[config.mk]
export PLATFORM = sky130hd
export DESIGN_NAME = load_store_unit_flat
export DESIGN_NICKNAME = d
export VERILOG_FILES = /design/src/rtl/lsu_pkg.sv /design/src/rtl/load_store_unit_if.sv /design/src/rtl/lsu_load_align.sv /design/src/rtl/load_store_unit.sv /design/src/flat_wrapper.sv
export SDC_FILE = /design/constraint.sdc
export NUM_CORES = 1
export LEC_CHECK = 0
export ABC_AREA = 1
export BUFFER_PORTS_ARGS = -buffer_cell sky130_fd_sc_hd__buf_4
export CORE_UTILIZATION = 50
export CTS_BUF_LIST = sky130_fd_sc_hd__clkbuf_2
export CTS_CLUSTER_DIAMETER = 40
export DETAILED_ROUTE_END_ITERATION = 8
export PLACE_DENSITY = 0.76
export SYNTH_ARGS = -nofsm -noshare
export SYNTH_HDL_FRONTEND = slang
export SYNTH_SLANG_ARGS = --single-unit
[constraint.sdc]
create_clock -name clock -period 2.3 [get_ports clock]
set_clock_uncertainty 0.2 [all_clocks]
set_input_delay 0.23 -clock clock [delete_from_list [all_inputs] [get_ports clock]]
set_output_delay 0.23 -clock clock [all_outputs]
set_load 0.05 [all_outputs]
[src/rtl/lsu_pkg.sv]
// Shared definitions for the load/store unit: RV32I width codes, FSM states
// and small decode helpers.
package lsu_pkg;

    localparam logic [2:0] F3_B  = 3'b000;
    localparam logic [2:0] F3_H  = 3'b001;
    localparam logic [2:0] F3_W  = 3'b010;
    localparam logic [2:0] F3_BU = 3'b100;
    localparam logic [2:0] F3_HU = 3'b101;

    typedef enum logic [1:0] {
        IDLE,
        ACC0,
        ACC1,
        RESP
    } state_t;

    // Access size in bytes (1, 2 or 4) from the low two funct3 bits.
    function automatic logic [2:0] size_of(input logic [2:0] funct3);
        case (funct3[1:0])
            2'b00:   return 3'd1;
            2'b01:   return 3'd2;
            default: return 3'd4;
        endcase
    endfunction

    function automatic logic is_legal(input logic write, input logic [2:0] funct3);
        if (write)
            return (funct3 == F3_B) || (funct3 == F3_H) || (funct3 == F3_W);
        return (funct3 == F3_B) || (funct3 == F3_H) || (funct3 == F3_W) ||
               (funct3 == F3_BU) || (funct3 == F3_HU);
    endfunction

endpackage

[src/rtl/load_store_unit_if.sv]
// Core request/response handshake plus data_memory port, bundled for the LSU.
interface load_store_unit_if #(
    parameter int ADDR_BITS = 10
);
    logic                 req_valid;
    logic                 req_ready;
    logic                 req_write;
    logic [2:0]           req_funct3;
    logic [31:0]          req_addr;
    logic [31:0]          req_wdata;
    logic                 resp_valid;
    logic [31:0]          resp_rdata;
    logic                 resp_error;
    logic [ADDR_BITS-3:0] mem_address;
    logic [3:0]           mem_byteena;
    logic [31:0]          mem_data;
    logic                 mem_wren;
    logic [31:0]          mem_q;

    modport slave (
        input  req_valid, req_write, req_funct3, req_addr, req_wdata, mem_q,
        output req_ready, resp_valid, resp_rdata, resp_error,
               mem_address, mem_byteena, mem_data, mem_wren
    );

    modport master (
        output req_valid, req_write, req_funct3, req_addr, req_wdata, mem_q,
        input  req_ready, resp_valid, resp_rdata, resp_error,
               mem_address, mem_byteena, mem_data, mem_wren
    );
endinterface

[src/rtl/lsu_load_align.sv]
// Shifts the assembled {hi,lo} load window down by the byte offset and
// sign/zero-extends to 32 bits according to funct3.
module lsu_load_align (
    input  logic [63:0] i_pair,
    input  logic [1:0]  i_off,
    input  logic [2:0]  i_funct3,
    output logic [31:0] o_data
);
    logic [31:0] w_shift;
    logic        w_sign;

    always_comb begin
        w_shift = 32'(i_pair >> {i_off, 3'b000});
        w_sign  = 1'b0;
        o_data  = w_shift;
        case (i_funct3[1:0])
            2'b00: begin
                w_sign = ~i_funct3[2] & w_shift[7];
                o_data = {{24{w_sign}}, w_shift[7:0]};
            end
            2'b01: begin
                w_sign = ~i_funct3[2] & w_shift[15];
                o_data = {{16{w_sign}}, w_shift[15:0]};
            end
            default: o_data = w_shift;
        endcase
    end
endmodule

[src/rtl/load_store_unit.sv]
// Load/store unit between the memory stage and data_memory; word-crossing
// accesses are split into two consecutive word accesses.
module load_store_unit
    import lsu_pkg::*;
#(
    parameter int ADDR_BITS = 10
) (
    input  logic               clock,
    input  logic               reset_n,
    load_store_unit_if.slave   bus
);
    state_t               r_state, w_next;
    logic                 r_write, r_error;
    logic [2:0]           r_funct3;
    logic [ADDR_BITS-1:0] r_addr;
    logic [31:0]          r_wdata, r_lo, r_rdata;

    logic [1:0]           w_off;
    logic [2:0]           w_size;
    logic [7:0]           w_mask8;
    logic [63:0]          w_wide;
    logic                 w_split;
    logic [ADDR_BITS-3:0] w_word;
    logic [63:0]          w_pair;
    logic [31:0]          w_ext;
    logic [ADDR_BITS-3:0] w_mem_address;
    logic [3:0]           w_mem_byteena;
    logic [31:0]          w_mem_data;
    logic                 w_mem_wren;
    logic                 w_unused_addr;

    assign w_unused_addr = ^bus.req_addr[31:ADDR_BITS];

    assign w_off   = r_addr[1:0];
    assign w_size  = size_of(r_funct3);
    assign w_mask8 = 8'(((8'd1 << w_size) - 8'd1) << w_off);
    assign w_wide  = {32'b0, r_wdata} << {w_off, 3'b000};
    assign w_split = ({1'b0, w_off} + w_size) > 3'd4;
    assign w_word  = r_addr[ADDR_BITS-1:2];

    always_comb begin
        w_next        = r_state;
        w_mem_address = '0;
        w_mem_byteena = '0;
        w_mem_data    = '0;
        w_mem_wren    = 1'b0;
        w_pair        = {32'b0, bus.mem_q};
        case (r_state)
            IDLE: begin
                if (bus.req_valid)
                    w_next = is_legal(bus.req_write, bus.req_funct3) ? ACC0 : RESP;
            end
            ACC0: begin
                w_mem_address = w_word;
                w_mem_byteena = w_mask8[3:0];
                w_mem_data    = w_wide[31:0];
                w_mem_wren    = r_write;
                w_next        = w_split ? ACC1 : RESP;
            end
            ACC1: begin
                w_mem_address = w_word + (ADDR_BITS-2)'(1);
                w_mem_byteena = w_mask8[7:4];
                w_mem_data    = w_wide[63:32];
                w_mem_wren    = r_write;
                w_pair        = {bus.mem_q, r_lo};
                w_next        = RESP;
            end
            RESP:    w_next = IDLE;
            default: w_next = IDLE;
        endcase
    end

    lsu_load_align u_align (
        .i_pair   (w_pair),
        .i_off    (w_off),
        .i_funct3 (r_funct3),
        .o_data   (w_ext)
    );

    always_ff @(posedge clock) begin
        if (!reset_n) begin
            r_state  <= IDLE;
            r_write  <= 1'b0;
            r_error  <= 1'b0;
            r_funct3 <= '0;
            r_addr   <= '0;
            r_wdata  <= '0;
            r_lo     <= '0;
            r_rdata  <= '0;
        end else begin
            r_state <= w_next;
            case (r_state)
                IDLE: begin
                    if (bus.req_valid) begin
                        r_write  <= bus.req_write;
                        r_funct3 <= bus.req_funct3;
                        r_addr   <= bus.req_addr[ADDR_BITS-1:0];
                        r_wdata  <= bus.req_wdata;
                        r_error  <= ~is_legal(bus.req_write, bus.req_funct3);
                        if (!is_legal(bus.req_write, bus.req_funct3))
                            r_rdata <= '0;
                    end
                end
                ACC0: begin
                    r_lo <= bus.mem_q;
                    if (!w_split)
                        r_rdata <= r_write ? '0 : w_ext;
                end
                ACC1:    r_rdata <= r_write ? '0 : w_ext;
                default: ;
            endcase
        end
    end

    // Outputs are forced quiet while reset is held so an interrupted store stops at once.
    assign bus.req_ready   = reset_n & (r_state == IDLE);
    assign bus.resp_valid  = reset_n & (r_state == RESP);
    assign bus.resp_error  = reset_n & (r_state == RESP) & r_error;
    assign bus.resp_rdata  = reset_n ? r_rdata : '0;
    assign bus.mem_address = reset_n ? w_mem_address : '0;
    assign bus.mem_byteena = reset_n ? w_mem_byteena : '0;
    assign bus.mem_data    = reset_n ? w_mem_data : '0;
    assign bus.mem_wren    = reset_n & w_mem_wren;
endmodule
[src/flat_wrapper.sv]
// flat-port wrapper written by rule: the top's interface ports become plain ports
module load_store_unit_flat import lsu_pkg::*;
#(
    parameter int ADDR_BITS = 10
)
  (clock, reset_n, bus_req_valid, bus_req_write, bus_req_funct3, bus_req_addr, bus_req_wdata, bus_mem_q, bus_req_ready, bus_resp_valid, bus_resp_rdata, bus_resp_error, bus_mem_address, bus_mem_byteena, bus_mem_data, bus_mem_wren);
  load_store_unit_if #(.ADDR_BITS(ADDR_BITS)) bus_i ();
  input  logic clock;
  input  logic reset_n;
  input wire logic [$bits(bus_i.req_valid)-1:0] bus_req_valid;
  input wire logic [$bits(bus_i.req_write)-1:0] bus_req_write;
  input wire logic [$bits(bus_i.req_funct3)-1:0] bus_req_funct3;
  input wire logic [$bits(bus_i.req_addr)-1:0] bus_req_addr;
  input wire logic [$bits(bus_i.req_wdata)-1:0] bus_req_wdata;
  input wire logic [$bits(bus_i.mem_q)-1:0] bus_mem_q;
  output wire logic [$bits(bus_i.req_ready)-1:0] bus_req_ready;
  output wire logic [$bits(bus_i.resp_valid)-1:0] bus_resp_valid;
  output wire logic [$bits(bus_i.resp_rdata)-1:0] bus_resp_rdata;
  output wire logic [$bits(bus_i.resp_error)-1:0] bus_resp_error;
  output wire logic [$bits(bus_i.mem_address)-1:0] bus_mem_address;
  output wire logic [$bits(bus_i.mem_byteena)-1:0] bus_mem_byteena;
  output wire logic [$bits(bus_i.mem_data)-1:0] bus_mem_data;
  output wire logic [$bits(bus_i.mem_wren)-1:0] bus_mem_wren;
  assign bus_i.req_valid = bus_req_valid;
  assign bus_i.req_write = bus_req_write;
  assign bus_i.req_funct3 = bus_req_funct3;
  assign bus_i.req_addr = bus_req_addr;
  assign bus_i.req_wdata = bus_req_wdata;
  assign bus_i.mem_q = bus_mem_q;
  assign bus_req_ready = bus_i.req_ready;
  assign bus_resp_valid = bus_i.resp_valid;
  assign bus_resp_rdata = bus_i.resp_rdata;
  assign bus_resp_error = bus_i.resp_error;
  assign bus_mem_address = bus_i.mem_address;
  assign bus_mem_byteena = bus_i.mem_byteena;
  assign bus_mem_data = bus_i.mem_data;
  assign bus_mem_wren = bus_i.mem_wren;
  load_store_unit #(.ADDR_BITS(ADDR_BITS)) u_core (.clock(clock), .reset_n(reset_n), .bus(bus_i));
endmodule
==> results of run 1 <==
synth_stat cells, drive strengths merged (10+ instances only):
cell type / n
a21oi: 75
buf: 46
nor2: 139
o22ai: 18
dfxtp: 113
a31oi: 14
o21ai: 167
ha: 10
nand3: 60
inv: 96
clkbuf: 31
nand2: 325
stage by stage:
stage | cells | TNS, ns | cell area, sq um | hold slack [ns]
3_5_place_dp | 1460 | -0.08969 | 8895 | 0.2560
2_1_floorplan | 1139 | -0.7369 | 7383 | 0.1649
3_3_place_gp | 1460 | 0 | 8895 | 0.2509
4_1_cts | 1687 | -16.48 | 11680 | 0.1947
repair_timing:
item / CTS
endpoints found under the setup margin: 68
cloned: 4
pin swaps: 31
resized for setup: 175
buffers inserted: 32
hold buffers: 159
hold endpoints to repair: 113
metal layers:
metal  GRT overflow  global-route usage
met1              0              0.7405
met2              1              0.9091
met3              0              0.5201
met4              1              0.6582
met5              0              0.1111
logic make-up after synthesis:
group                      count (synthesis)  share of synthesized area
and+or+nand+nor                          530                     0.3138
xor gates and xnor gates                   2                   0.002445
buffers and inverters                    175                     0.1140
AOI/OAI and AO/OA                        305                     0.2310
adders and majority gates                 10                    0.01746
muxes                                      4                   0.005588
DFF                                      113                     0.3157
==> results.toml, run 1 <==
[clock_network]
numCtsBuffers = 17
ctsRootBufferMaster = "clkbuf_2"
clock_sinks = 113
ctsLongestPathBuffers = 2
htree_num_levels = 4

[logic_synthesis]
cell_count_after_synthesis = 1139
synth_seq_area_share = 0.3157
synthFlopType = "dfxtp_1"
synth-seq-cells = 113
ys_types = 43
synthArstFlopShare = 0
post-synth-top-area-cell = "dfxtp_1"
netlist_top_cells_area = "dfxtp_1 (32%), nand2_1 (17%), o21ai_0 (11%), nor2_1 (7.0%), a21oi_1 (5.2%)"
count_of_yosys_warnings_during_synthesis = 0
synth_top_cell_area_share = 0.3157
mappedNetlistNets = 1252
synth-edff-count = 0
post_synth_instance_area_sq_mm = 0.007166
postSynthAreaPerCell_sq_um = 6.291

[floorplan]
chipHeight_um = 121.7
initial_core_util = 0.5142
std_cell_rows = 43
die_width_um = 121.7
floorplan.io_pins = 183

[grt]
grtUsageTotal = 0.7120
grt.overflow.total = 2
grt_max_degree = 117

[placement]
pre_cts_ws_ns = -0.04870
gp_congestion = 0.9236
place.detailed.hpwl_mm = 15.67
place.port_buffers = 160

[timing]
grt_repair_worst_endpoint = "bus_mem_address[7]"
worstEpCategory = "output port"

[outcome]
run_status = "did not finish"
flow.first_error = "[ERROR GRT-0232] Routing congestion too high. Check the congestion heatmap in the GUI."
stop_stage = "global routing (5_1_grt)"
==> inputs of run 2 (changes only) <==
--- a/config.mk
+++ b/config.mk
@@ -7,11 +7,9 @@
 export LEC_CHECK = 0
 export ABC_AREA = 1
 export BUFFER_PORTS_ARGS = -buffer_cell sky130_fd_sc_hd__buf_4
-export CORE_UTILIZATION = 50
-export CTS_BUF_LIST = sky130_fd_sc_hd__clkbuf_2
-export CTS_CLUSTER_DIAMETER = 40
+export CORE_UTILIZATION = 35
 export DETAILED_ROUTE_END_ITERATION = 8
-export PLACE_DENSITY = 0.76
+export PLACE_DENSITY_LB_ADDON = 0.15
 export SYNTH_ARGS = -nofsm -noshare
 export SYNTH_HDL_FRONTEND = slang
 export SYNTH_SLANG_ARGS = --single-unit
==> run 2 against run 1 <==
  * The flow now finishes, with violations (setup timing)
  * Synthesized area unchanged
  * Synthesized cell count unchanged
==> results.toml, run 2 <==
[outcome]
run_status = "complete, but fails checks"
failed_checks = "setup timing"

[final_layout]
most_used_cells_in_the_layout_excluding_fill_and_tap_cells = "nand2_1 (294), buf_4 (178), nor2_1 (118)"
largestRegisters = "u_core.r_lo: 32 flops, u_core.r_rdata: 32 flops, u_core.r_wdata: 32 flops"
antenna_cells = 0
multi_input_comb_area_sq_mm = 0.004871
layout.filler_cells = 1816
final_cell_area_sq_mm = 0.01188
post_route_cells_drive_above_1_share = 0.3319
layout-area-overhead-vs-synth_pct = 65.72
final_nets = 1540
most_frequent_standard_cell_in_the_layout_excluding_fill_and_tap_cells = "nand2_1"
instances_no_fill = 1705
regArea_sq_mm = 0.002278

[timing]
final_critical_path_setup_slack_ns = -0.1607
worst_pin_slew_ns = 0.4780
rsz_0062_raised_after_global_routing = "yes"
relSlewSlack = 0.6813
slew_viol_final = 0
timing_hold_violations_final = 0
finalCritPeriodShare = 1.070
setup-violations-final = 43
fmaxAchievable_mhz = 406.4
final_period_minus_worst_setup_slack_ns = 2.461

[logic_synthesis]
synth-edff-count = 0
synthFlopType = "dfxtp_1"
cell_count_after_synthesis = 1139
count_of_yosys_warnings_during_synthesis = 0
post-synth-top-area-cell = "dfxtp_1"
synth_compound_gate_area_share = 0.2310
synth_mux_area_frac = 0.005588
ys_types = 43
synthMostInstantiatedCell = "nand2_1"
synth_top_cell_area_share = 0.3157
synth_xor_xnor_area_share = 0.002445
postSynthAreaPerCell_sq_um = 6.291
netlist_top_cells_area = "dfxtp_1 (32%), nand2_1 (17%), o21ai_0 (11%), nor2_1 (7.0%), a21oi_1 (5.2%)"
synthArstFlopShare = 0
synthSimpleGateAreaFrac = 0.3138
synth-seq-cells = 113
synth_seq_area_share = 0.3157
synth_adder_area_share = 0.01746
mappedNetlistNets = 1252
post_synth_instance_area_sq_mm = 0.007166
largest_family_of_logic_cells_by_synthesized_area = "simple AND/OR/NAND/NOR gates"
synth_common_cells = "nand2_1 (316), o21ai_0 (154), nor2_1 (134), dfxtp_1 (113), inv_1 (89)"

[routing]
initialDrtViolationCount = 582
avgViaCountPerCell = 5.096
detail_route.drc_violations = 0
dr.pass1.iters = 7
avgRoutedWirePerCell_um = 15.89
route.vias.total = 8688
drt-total-wl_mm = 27.10
ant_nets = 0

[clock_network]
numCtsBuffers = 17
clock_latency_ns = 0.42
cts_tree = "yes"
clock_sinks = 113
htree_num_levels = 4
path_clk_slew_ns = 0.06
ctsLongestPathBuffers = 2
ctsRootBufferMaster = "clkbuf_16"

[worst_setup_path]
worstPathBufferInverterCount = 6
r2r.worst_path.cells = 16
critical-path-slowest-cell = "dfxtp_2"
path_delay_family = "buffers and inverters"
critical_path_arrival_ns = 2.03
worst_r2r_startpoint = "u_core.r_funct3[0]"
path_depth = 10
critPathLaunch = "u_core.r_state[1]"
ordered_list_of_cells_on_the_worst_path = "inv_4 -> buf_6 -> ha_4 -> inv_6 -> nor2_4 -> buf_8 -> buf_4 -> a221oi_2 -> nor2_2 -> buf_6"
cp_slowest_stage_delay_ns = 0.36
crit_type = "flip-flop to output pin"
critical_path_peak_fanout = 7
start_kind = "flip-flop"
critical_path.most_common_cell = "buf_6"
endpoint_kind = "output pin"
worst-endpoint-required_ns = 1.87

[power_and_ir_drop]
highest_ir_drop_seen_on_vdd_mv = 0.5652
power-per-cell-area_mw_per_mm2 = 1150
static-leakage-power_nw = 5.395
report.power.total_mw = 13.65

[floorplan]
std_cell_rows = 51
initial_core_util = 0.3622
chipHeight_um = 145.1
coreArea_sq_mm = 0.01978
floorplan.io_pins = 183
die_area_sq_mm = 0.02105
die_width_um = 145.1

[grt]
grt.overflow.total = 0
grt_pass1_wl_mm = 42.89
grt_max_degree = 117
via_count_of_the_first_global_routing_pass = 8256
grtUsageTotal = 0.2540
antenna_found_initial = 0

[min_path]
worstHoldStart = "reset_n"
hold_path_depth = 4
worstHoldPathType = "primary input to flip-flop"

[placement]
gp_congestion = 0.8769
place.detailed.hpwl_mm = 17.48
placed_area_sq_mm = 0.009056
place.port_buffers = 160
dp_cell_count = 1549

[run]
number_of_violations_of_the_max_capacitance_limit = 0
run 2: cell counts after synthesis:
No cell type changed its count.
run 2: what timing repair did:
action	in CTS	in global routing
pin swaps	33	35
setup buffers	24	15
gates resized for setup	173	115
hold buffers	79	0
cloned	5	3
endpoints found under the setup margin	60	77
hold endpoints to repair	79	0
run 2: kinds of logic after synthesis:
logic type | Yosys count
flip-flops | 113
multiplexers | 4
AND/OR/NAND/NOR | 530
XOR/XNOR | 2
buffers and inverters | 175
AO/OA/AOI/OAI | 305
adder cells (fa/ha/maj) | 10
run 2: area by class of cell:
type,instances,share of cell area
flip-flops and latches,113,0.1919
clock inverters,14,0.01507
repair buffers,343,0.2811
clock buffers,18,0.03698
well taps,265,0.02792
multi-input cells,854,0.4102
inverters,98,0.03688
run 2: worst paths after layout:
check / to / slack [ns]
worst min-delay path: u_core.r_wdata[3] / 0.19
worst min register to register: u_core.r_rdata[14] / 0.26
worst max register to register: u_core.r_rdata[20] / 0.03
worst max-delay path: bus_mem_data[19] / -0.16
run 2: worst register-to-register path: cells and delay by family, from the launching register on:
kind          cells  cell delay [ns]
simple gates      9             0.89
buf+inv           6             0.59
flops             1             0.35
fa+ha+maj         1             0.19
run 2: layer usage:
layer / track usage / wire (um) / share of wire
met2: 0.4264 / 13190 / 0.49
met5: 0 / 0 / 0
met4: 0.1011 / 764 / 0.028
met1: 0.3172 / 11550 / 0.43
met3: 0.05094 / 1593 / 0.059
run 2: metrics by stage:
step / hold slack (ns) / setup slack [ns] / setup TNS, ns / utilization
after floorplan: 0.1649 / -0.2278 / -0.7369 / -
after global placement: 0.2605 / -0.03949 / -0.06511 / 0.4578
after detailed placement: 0.2613 / -0.04815 / -0.1236 / 0.4578
after CTS: 0.1996 / -0.1886 / -3.172 / 0.5712
after global routing: 0.2286 / -0.2252 / -7.399 / 0.6003
final: 0.1907 / -0.1607 / -3.507 / 0.6003
run 2: power by group:
| group | switching (mW) | leakage, nW | internal [mW] | total, mW |
|---|---|---|---|---|
| Sequential | 0.372 | 0.932 | 2.57 | 2.94 |
| Clock | 1.05 | 0.294 | 1.74 | 2.80 |
| Combinational | 4.79 | 4.17 | 3.12 | 7.91 |
Power figures use the tool's default switching activity.
==> inputs of run 3 (changes only) <==
--- a/config.mk
+++ b/config.mk
@@ -5,11 +5,12 @@
 export SDC_FILE = /design/constraint.sdc
 export NUM_CORES = 1
 export LEC_CHECK = 0
-export ABC_AREA = 1
 export BUFFER_PORTS_ARGS = -buffer_cell sky130_fd_sc_hd__buf_4
+export CORE_ASPECT_RATIO = 0.7
 export CORE_UTILIZATION = 35
 export DETAILED_ROUTE_END_ITERATION = 8
 export PLACE_DENSITY_LB_ADDON = 0.15
+export SLEW_MARGIN = 20
 export SYNTH_ARGS = -nofsm -noshare
 export SYNTH_HDL_FRONTEND = slang
 export SYNTH_SLANG_ARGS = --single-unit
==> run 3 against run 2 <==
  * The run still ends with setup timing left
  * Global-route usage is 0.69 points higher
  * Critical path depth is 1 lower
  * Total power is 0.70% higher
  * Die area is 3.1% higher
  * Core utilization is 2.1 points higher
  * Synthesized area is 3.1% higher
  * Wire length is 6.6% higher
  * Register-to-register slack worse by 0.28 ns
  * Hold slack worse by 0.12 ns
  * Combinational power is 3.4% higher
  * Worst setup slack worse by 0.093 ns
  * Critical path type is now flip-flop to flip-flop
==> results.toml, run 3 <==
[min_path]
worstHoldPathType = "primary input to flip-flop"
hold_path_depth = 4

[timing]
slew_viol_final = 0
finalCritPeriodShare = 1.110
relSlewSlack = 0.5701
final_critical_path_setup_slack_ns = -0.2539
timing_hold_violations_final = 0
final_period_minus_worst_setup_slack_ns = 2.554
fmaxAchievable_mhz = 391.6
final.hold.worst_slack_ns = 0.07138
worst_pin_slew_ns = 0.6448
rsz_0062_raised_after_global_routing = "yes"
setup-violations-final = 75

[logic_synthesis]
netlist_top_cells_area = "dfxtp_1 (31%), mux2i_1 (11%), nand2_1 (10%), a21boi_0 (4.7%), mux4_2 (4.3%)"
synth_mux_area_frac = 0.1814
post_synth_instance_area_sq_mm = 0.007387
synth_compound_gate_area_share = 0.2219
count_of_yosys_warnings_during_synthesis = 0
synthFlopType = "dfxtp_1"
synth-edff-count = 0
synth-seq-cells = 113
ys_types = 54
synthMostInstantiatedCell = "nand2_1"
mappedNetlistNets = 1016
synth_xor_xnor_area_share = 0.007114
synthSimpleGateAreaFrac = 0.2166
synth_adder_area_share = 0.01694
largest_family_of_logic_cells_by_synthesized_area = "compound AO/OA/AOI/OAI gates"
synthArstFlopShare = 0
synth_seq_area_share = 0.3062
synth_top_cell_area_share = 0.3062
post-synth-top-area-cell = "dfxtp_1"
cell_count_after_synthesis = 903
synth_common_cells = "nand2_1 (198), dfxtp_1 (113), mux2i_1 (81), o21ai_0 (55), clkbuf_1 (50)"
postSynthAreaPerCell_sq_um = 8.181

[clock_network]
htree_num_levels = 4
ctsRootBufferMaster = "clkbuf_16"
clock_latency_ns = 0.43
cts_tree = "yes"
numCtsBuffers = 17
path_clk_slew_ns = 0.06
ctsLongestPathBuffers = 2
clock_sinks = 113

[final_layout]
layout-area-overhead-vs-synth_pct = 74.07
instances_no_fill = 1505
post_route_cells_drive_above_1_share = 0.4264
largestRegisters = "u_core.r_lo: 32 flops, u_core.r_rdata: 32 flops, u_core.r_wdata: 32 flops"
final_util = 0.6212
most_frequent_standard_cell_in_the_layout_excluding_fill_and_tap_cells = "buf_4"
antenna_cells = 0
final_nets = 1329
most_used_cells_in_the_layout_excluding_fill_and_tap_cells = "buf_4 (197), nand2_1 (167), dfxtp_1 (106)"

[outcome]
run_status = "complete, but fails checks"
failed_checks = "setup timing"

[grt]
grt_pass1_wl_mm = 42.99
via_count_of_the_first_global_routing_pass = 7426
grt_max_degree = 53
grt.overflow.total = 0
grtUsageTotal = 0.2609
antenna_found_initial = 0

[worst_setup_path]
critical_path_arrival_ns = 2.70
crit_type = "flip-flop to flip-flop"
endpoint_kind = "flip-flop"
critical_path_peak_fanout = 7
worst-endpoint-required_ns = 2.45
r2r.worst_path.cells = 9
reg2reg_slack_ns = -0.25
start_kind = "flip-flop"

[routing]
detail_route.drc_violations = 0
route.vias.total = 7996
dr.pass1.iters = 7
initialDrtViolationCount = 855
ant_nets = 0
avgRoutedWirePerCell_um = 19.19
avgViaCountPerCell = 5.313
drt-total-wl_mm = 28.88

[floorplan]
chipHeight_um = 123.6
std_cell_rows = 44
coreArea_sq_mm = 0.02070
die_width_um = 175.6
initial_core_util = 0.3569
floorplan.io_pins = 183
die_area_sq_mm = 0.02170

[power_and_ir_drop]
highest_ir_drop_seen_on_vdd_mv = 0.5907
static-leakage-power_nw = 5.242
power-per-cell-area_mw_per_mm2 = 1069

[placement]
gp_congestion = 0.8768
place.port_buffers = 160
dp_cell_count = 1343
place.detailed.hpwl_mm = 18.06

[run]
number_of_violations_of_the_max_capacitance_limit = 0
run 3: cell types whose count changed after synthesis, moves of 19 or more:
cell      change
nand2_1     -118
inv_1        -83
a21oi_1      -58
nand3_1      -32
a21boi_0     +46
clkbuf_1     +19
mux2i_1      +77
nor2_1      -108
and2_1       +40
nor2b_1      +40
o21ai_0      -99
run 3: stage by stage:
stage / worst slack, ns / total power [mW] / cell area (sq um) / setup TNS, ns
2_1_floorplan: -0.2683 / 6.538 / 7705 / -11.58
3_3_place_gp: -0.2146 / 8.267 / 9572 / -5.586
3_5_place_dp: -0.2818 / 8.306 / 9572 / -7.191
4_1_cts: -0.2301 / 13.00 / 12240 / -11.28
5_1_grt: -0.3165 / 14.40 / 12860 / -17.86
6_report: -0.2539 / 13.75 / 12860 / -13.37
run 3: final timing paths:
check | startpoint | to
setup / recovery | u_core.r_funct3[1] | u_core.r_rdata[31]
hold / removal | bus_req_valid | u_core.r_state[1]
setup reg to reg | u_core.r_funct3[1] | u_core.r_rdata[31]
hold reg to reg | u_core.r_wdata[21] | u_core.r_wdata[21]
run 3: repair_timing:
item / in CTS / in global routing
cloned: 16 / 2
buffers inserted: 21 / 18
hold buffers: 79 / 0
pin swaps: 52 / 45
resized for setup: 188 / 107
hold endpoints to repair: 78 / 0
endpoints found under the setup margin: 76 / 76
run 3: worst max-delay path, stage by stage, from the launching register on:
cell	delay, ns
dfxtp_2	0.33
nand2b_4	0.18
xnor2_2	0.14
ha_2	0.17
or2_4	0.22
o221a_1	0.25
a311o_2	0.45
buf_6	0.18
buf_12	0.13
o31ai_2	0.22
run 3: final cells by class:
| class | count | area, sq um |
|---|---|---|
| multi-input combinational | 706 | 5781 |
| clock buffer | 19 | 452.9 |
| fill | 1736 | 7841 |
| timing repair buffer | 371 | 3820 |
| clock inverter | 13 | 148.9 |
| sequential | 113 | 2281 |
| inverter | 7 | 30.03 |
| tap | 276 | 345.3 |
run 3: metal layers:
metal	wire, um	track usage	share of wire	up-vias
met5	0	0	0	-
met4	413	0.06250	0.014	0
met3	2393	0.05750	0.083	36
met2	11980	0.3570	0.41	343
met1	14100	0.4031	0.49	3764
li1	-	-	-	3853
run 3: where the power goes:
| group | leakage (nW) | internal, mW | switching, mW |
|---|---|---|---|
| Sequential | 0.927 | 2.44 | 0.376 |
| Clock | 0.295 | 1.67 | 1.09 |
| Combinational | 4.02 | 3.89 | 4.29 |
run 3: logic make-up after synthesis:
logic type	Yosys count
and+or+nand+nor	346
AOI/OAI and AO/OA	229
muxes	114
DFF	113
buffers and inverters	85
adders and majority gates	10
xor gates and xnor gates	6
==> inputs of run 4 (changes only) <==
--- a/config.mk
+++ b/config.mk
@@ -5,10 +5,12 @@
 export SDC_FILE = /design/constraint.sdc
 export NUM_CORES = 1
 export LEC_CHECK = 0
+export ABC_AREA = 1
 export BUFFER_PORTS_ARGS = -buffer_cell sky130_fd_sc_hd__buf_4
 export CORE_ASPECT_RATIO = 0.7
 export CORE_UTILIZATION = 35
 export DETAILED_ROUTE_END_ITERATION = 8
+export HOLD_SLACK_MARGIN = 0.12
 export PLACE_DENSITY_LB_ADDON = 0.15
 export SLEW_MARGIN = 20
 export SYNTH_ARGS = -nofsm -noshare
==> constraint.sdc (replaced) <==
create_clock -name clock -period 2.3 [get_ports clock]
set_clock_uncertainty 0.2 [all_clocks]
set_input_delay 0.23 -clock clock [delete_from_list [all_inputs] [get_ports clock]]
set_output_delay 0.23 -clock clock [all_outputs]
set_load 0.005 [all_outputs]
==> run 4 against run 3 <==
  * The run still ends with setup timing left
  * Non-clock buffer count is 12 lower
  * Sequential power up 5%
  * Global-route usage is 0.72 points higher
==> results.toml, run 4 (synthesis results as in run 2) <==
[outcome]
run_status = "complete, but fails checks"
failed_checks = "setup timing"

[floorplan]
die_area_sq_mm = 0.02106
chipHeight_um = 121.7
initial_core_util = 0.3600
floorplan.io_pins = 183
coreArea_sq_mm = 0.01991
std_cell_rows = 43
die_width_um = 173.0

[power_and_ir_drop]
highest_ir_drop_seen_on_vdd_mv = 0.5343
static-leakage-power_nw = 5.518
power-per-cell-area_mw_per_mm2 = 1135
report.power.total_mw = 13.47

[final_layout]
regArea_sq_mm = 0.002280
largestRegisters = "u_core.r_lo: 32 flops, u_core.r_rdata: 32 flops, u_core.r_wdata: 32 flops"
most_frequent_standard_cell_in_the_layout_excluding_fill_and_tap_cells = "nand2_1"
layout.filler_cells = 1853
most_used_cells_in_the_layout_excluding_fill_and_tap_cells = "nand2_1 (284), buf_4 (222), nor2_1 (126)"
final_nets = 1554
multi_input_comb_area_sq_mm = 0.004848
layout-area-overhead-vs-synth_pct = 65.58
post_route_cells_drive_above_1_share = 0.3349

[worst_setup_path]
critical_path_peak_fanout = 9
critical_path_arrival_ns = 2.03
crit_type = "flip-flop to output pin"
r2r.worst_path.cells = 16
endpoint_kind = "output pin"
start_kind = "flip-flop"
worst_r2r_startpoint = "u_core.r_state[0]"
worst-endpoint-required_ns = 1.87
worstReg2RegEnd = "u_core.r_rdata[20]"
reg2reg_slack_ns = -0.05

[grt]
grtUsageTotal = 0.2681
grt_pass1_wl_mm = 43.93
via_count_of_the_first_global_routing_pass = 8080
grt_max_degree = 47
antenna_found_initial = 1
grt.overflow.total = 0

[timing]
final_period_minus_worst_setup_slack_ns = 2.460
rsz_0062_raised_after_global_routing = "yes"
worst_pin_slew_ns = 0.4891
finalCritPeriodShare = 1.070
final_critical_path_setup_slack_ns = -0.1603
fmaxAchievable_mhz = 406.4
timing_hold_violations_final = 0
slew_viol_final = 0
setup-violations-final = 47
timing.setup.tns_ns = -3.166
relSlewSlack = 0.6705

[routing]
initialDrtViolationCount = 881
ant_nets = 0
avgViaCountPerCell = 5.161
route.vias.total = 8902
avgRoutedWirePerCell_um = 17.25
detail_route.drc_violations = 0
dr.pass1.iters = 5
drt-total-wl_mm = 29.75

[clock_network]
ctsRootBufferMaster = "clkbuf_16"
numCtsBuffers = 17
clock_latency_ns = 0.42
clock_sinks = 113
htree_num_levels = 4
ctsLongestPathBuffers = 2
cts_tree = "yes"
path_clk_slew_ns = 0.06

[min_path]
worstHoldPathType = "primary input to flip-flop"
hold_path_depth = 4
hold-path-endpoint = "u_core.r_lo[15]"
worstHoldStart = "reset_n"

[placement]
gp_congestion = 0.8902
place.port_buffers = 160
place.detailed.hpwl_mm = 19.00

[run]
number_of_violations_of_the_max_capacitance_limit = 0
==> run 4: cell count changes in the layout (fill, tap and decap cells not counted), sizes merged, moves of 40 or more <==
cell    change
nor2      +113
o21ai     +106
a21boi     -46
inv        +88
nand3      +51
nor2b      -41
nand2     +127
and2       -40
mux2i      -77
a21oi      +59
==> run 4: metrics by stage <==
| step | hold WS (ns) | setup WS [ns] | utilization | std cells | cell area (sq um) |
|---|---|---|---|---|---|
| 3_3_place_gp | 0.2631 | -0.04424 | 0.4452 | 1558 | 8862 |
| 3_5_place_dp | 0.2622 | -0.02295 | 0.4452 | 1558 | 8862 |
| 2_1_floorplan | 0.1649 | 0.1694 | - | 1139 | 7166 |
| 6_report | 0.2517 | -0.1603 | 0.5960 | 1725 | 11870 |
| 4_1_cts | 0.2167 | -0.1641 | 0.5541 | 1702 | 11030 |
| 5_1_grt | 0.2580 | -0.2050 | 0.5960 | 1725 | 11870 |
==> run 4: final cells by class <==
cell class                 count  share of cell area
antenna                        1           0.0002109
clock inverter                11             0.01276
inverter                      98             0.03564
tap                          270             0.02847
multi-input combinational    852              0.4086
clock buffer                  21             0.03965
sequential                   113              0.1921
timing repair buffer         359              0.2825
==> run 4: how the worst max path moves through the flow <==
stage / startpoint / slack, ns / to
global route: u_core.r_funct3[0] / -0.20 / bus_mem_byteena[2]
global placement: u_core.r_state[0] / -0.04 / u_core.r_rdata[12]
finish: u_core.r_state[1] / -0.16 / bus_mem_byteena[1]
CTS: u_core.r_funct3[0] / -0.16 / bus_mem_byteena[0]
detailed placement: u_core.r_state[0] / -0.02 / u_core.r_rdata[12]
floorplan: u_core.r_addr[1] / 0.17 / u_core.r_rdata[15]
==> run 4: worst max-delay path: stages, from the launching register on <==
cell and delay [ns]:
dfxtp_4 0.37, inv_6 0.05, ha_4 0.29, nand2_8 0.06
buf_8 0.13, buf_4 0.16, buf_12 0.15, o32ai_4 0.23
buf_4 0.15
==> run 4: repair_timing <==
item / CTS / global route
setup buffers: 21 / 20
hold buffers: 88 / 0
resized for setup: 131 / 174
endpoints found under the setup margin: 47 / 77
pin swaps: 19 / 59
hold endpoints to repair: 81 / 0
cloned: 3 / 6
==> run 4: power by group <==
group	switching [mW]	internal [mW]	total, mW	leakage [nW]
Clock	1.02	1.80	2.82	0.304
Sequential	0.368	2.57	2.94	0.932
Combinational	4.56	3.16	7.72	4.28
==> run 4: metal layers <==
| metal | track usage | wire (um) | vias to the layer above |
|---|---|---|---|
| met4 | 0.06361 | 222 | 0 |
| met1 | 0.4024 | 14660 | 4133 |
| met3 | 0.08240 | 2801 | 18 |
| li1 | - | - | 4349 |
| met2 | 0.3639 | 12070 | 402 |
| met5 | 0 | 0 | - |
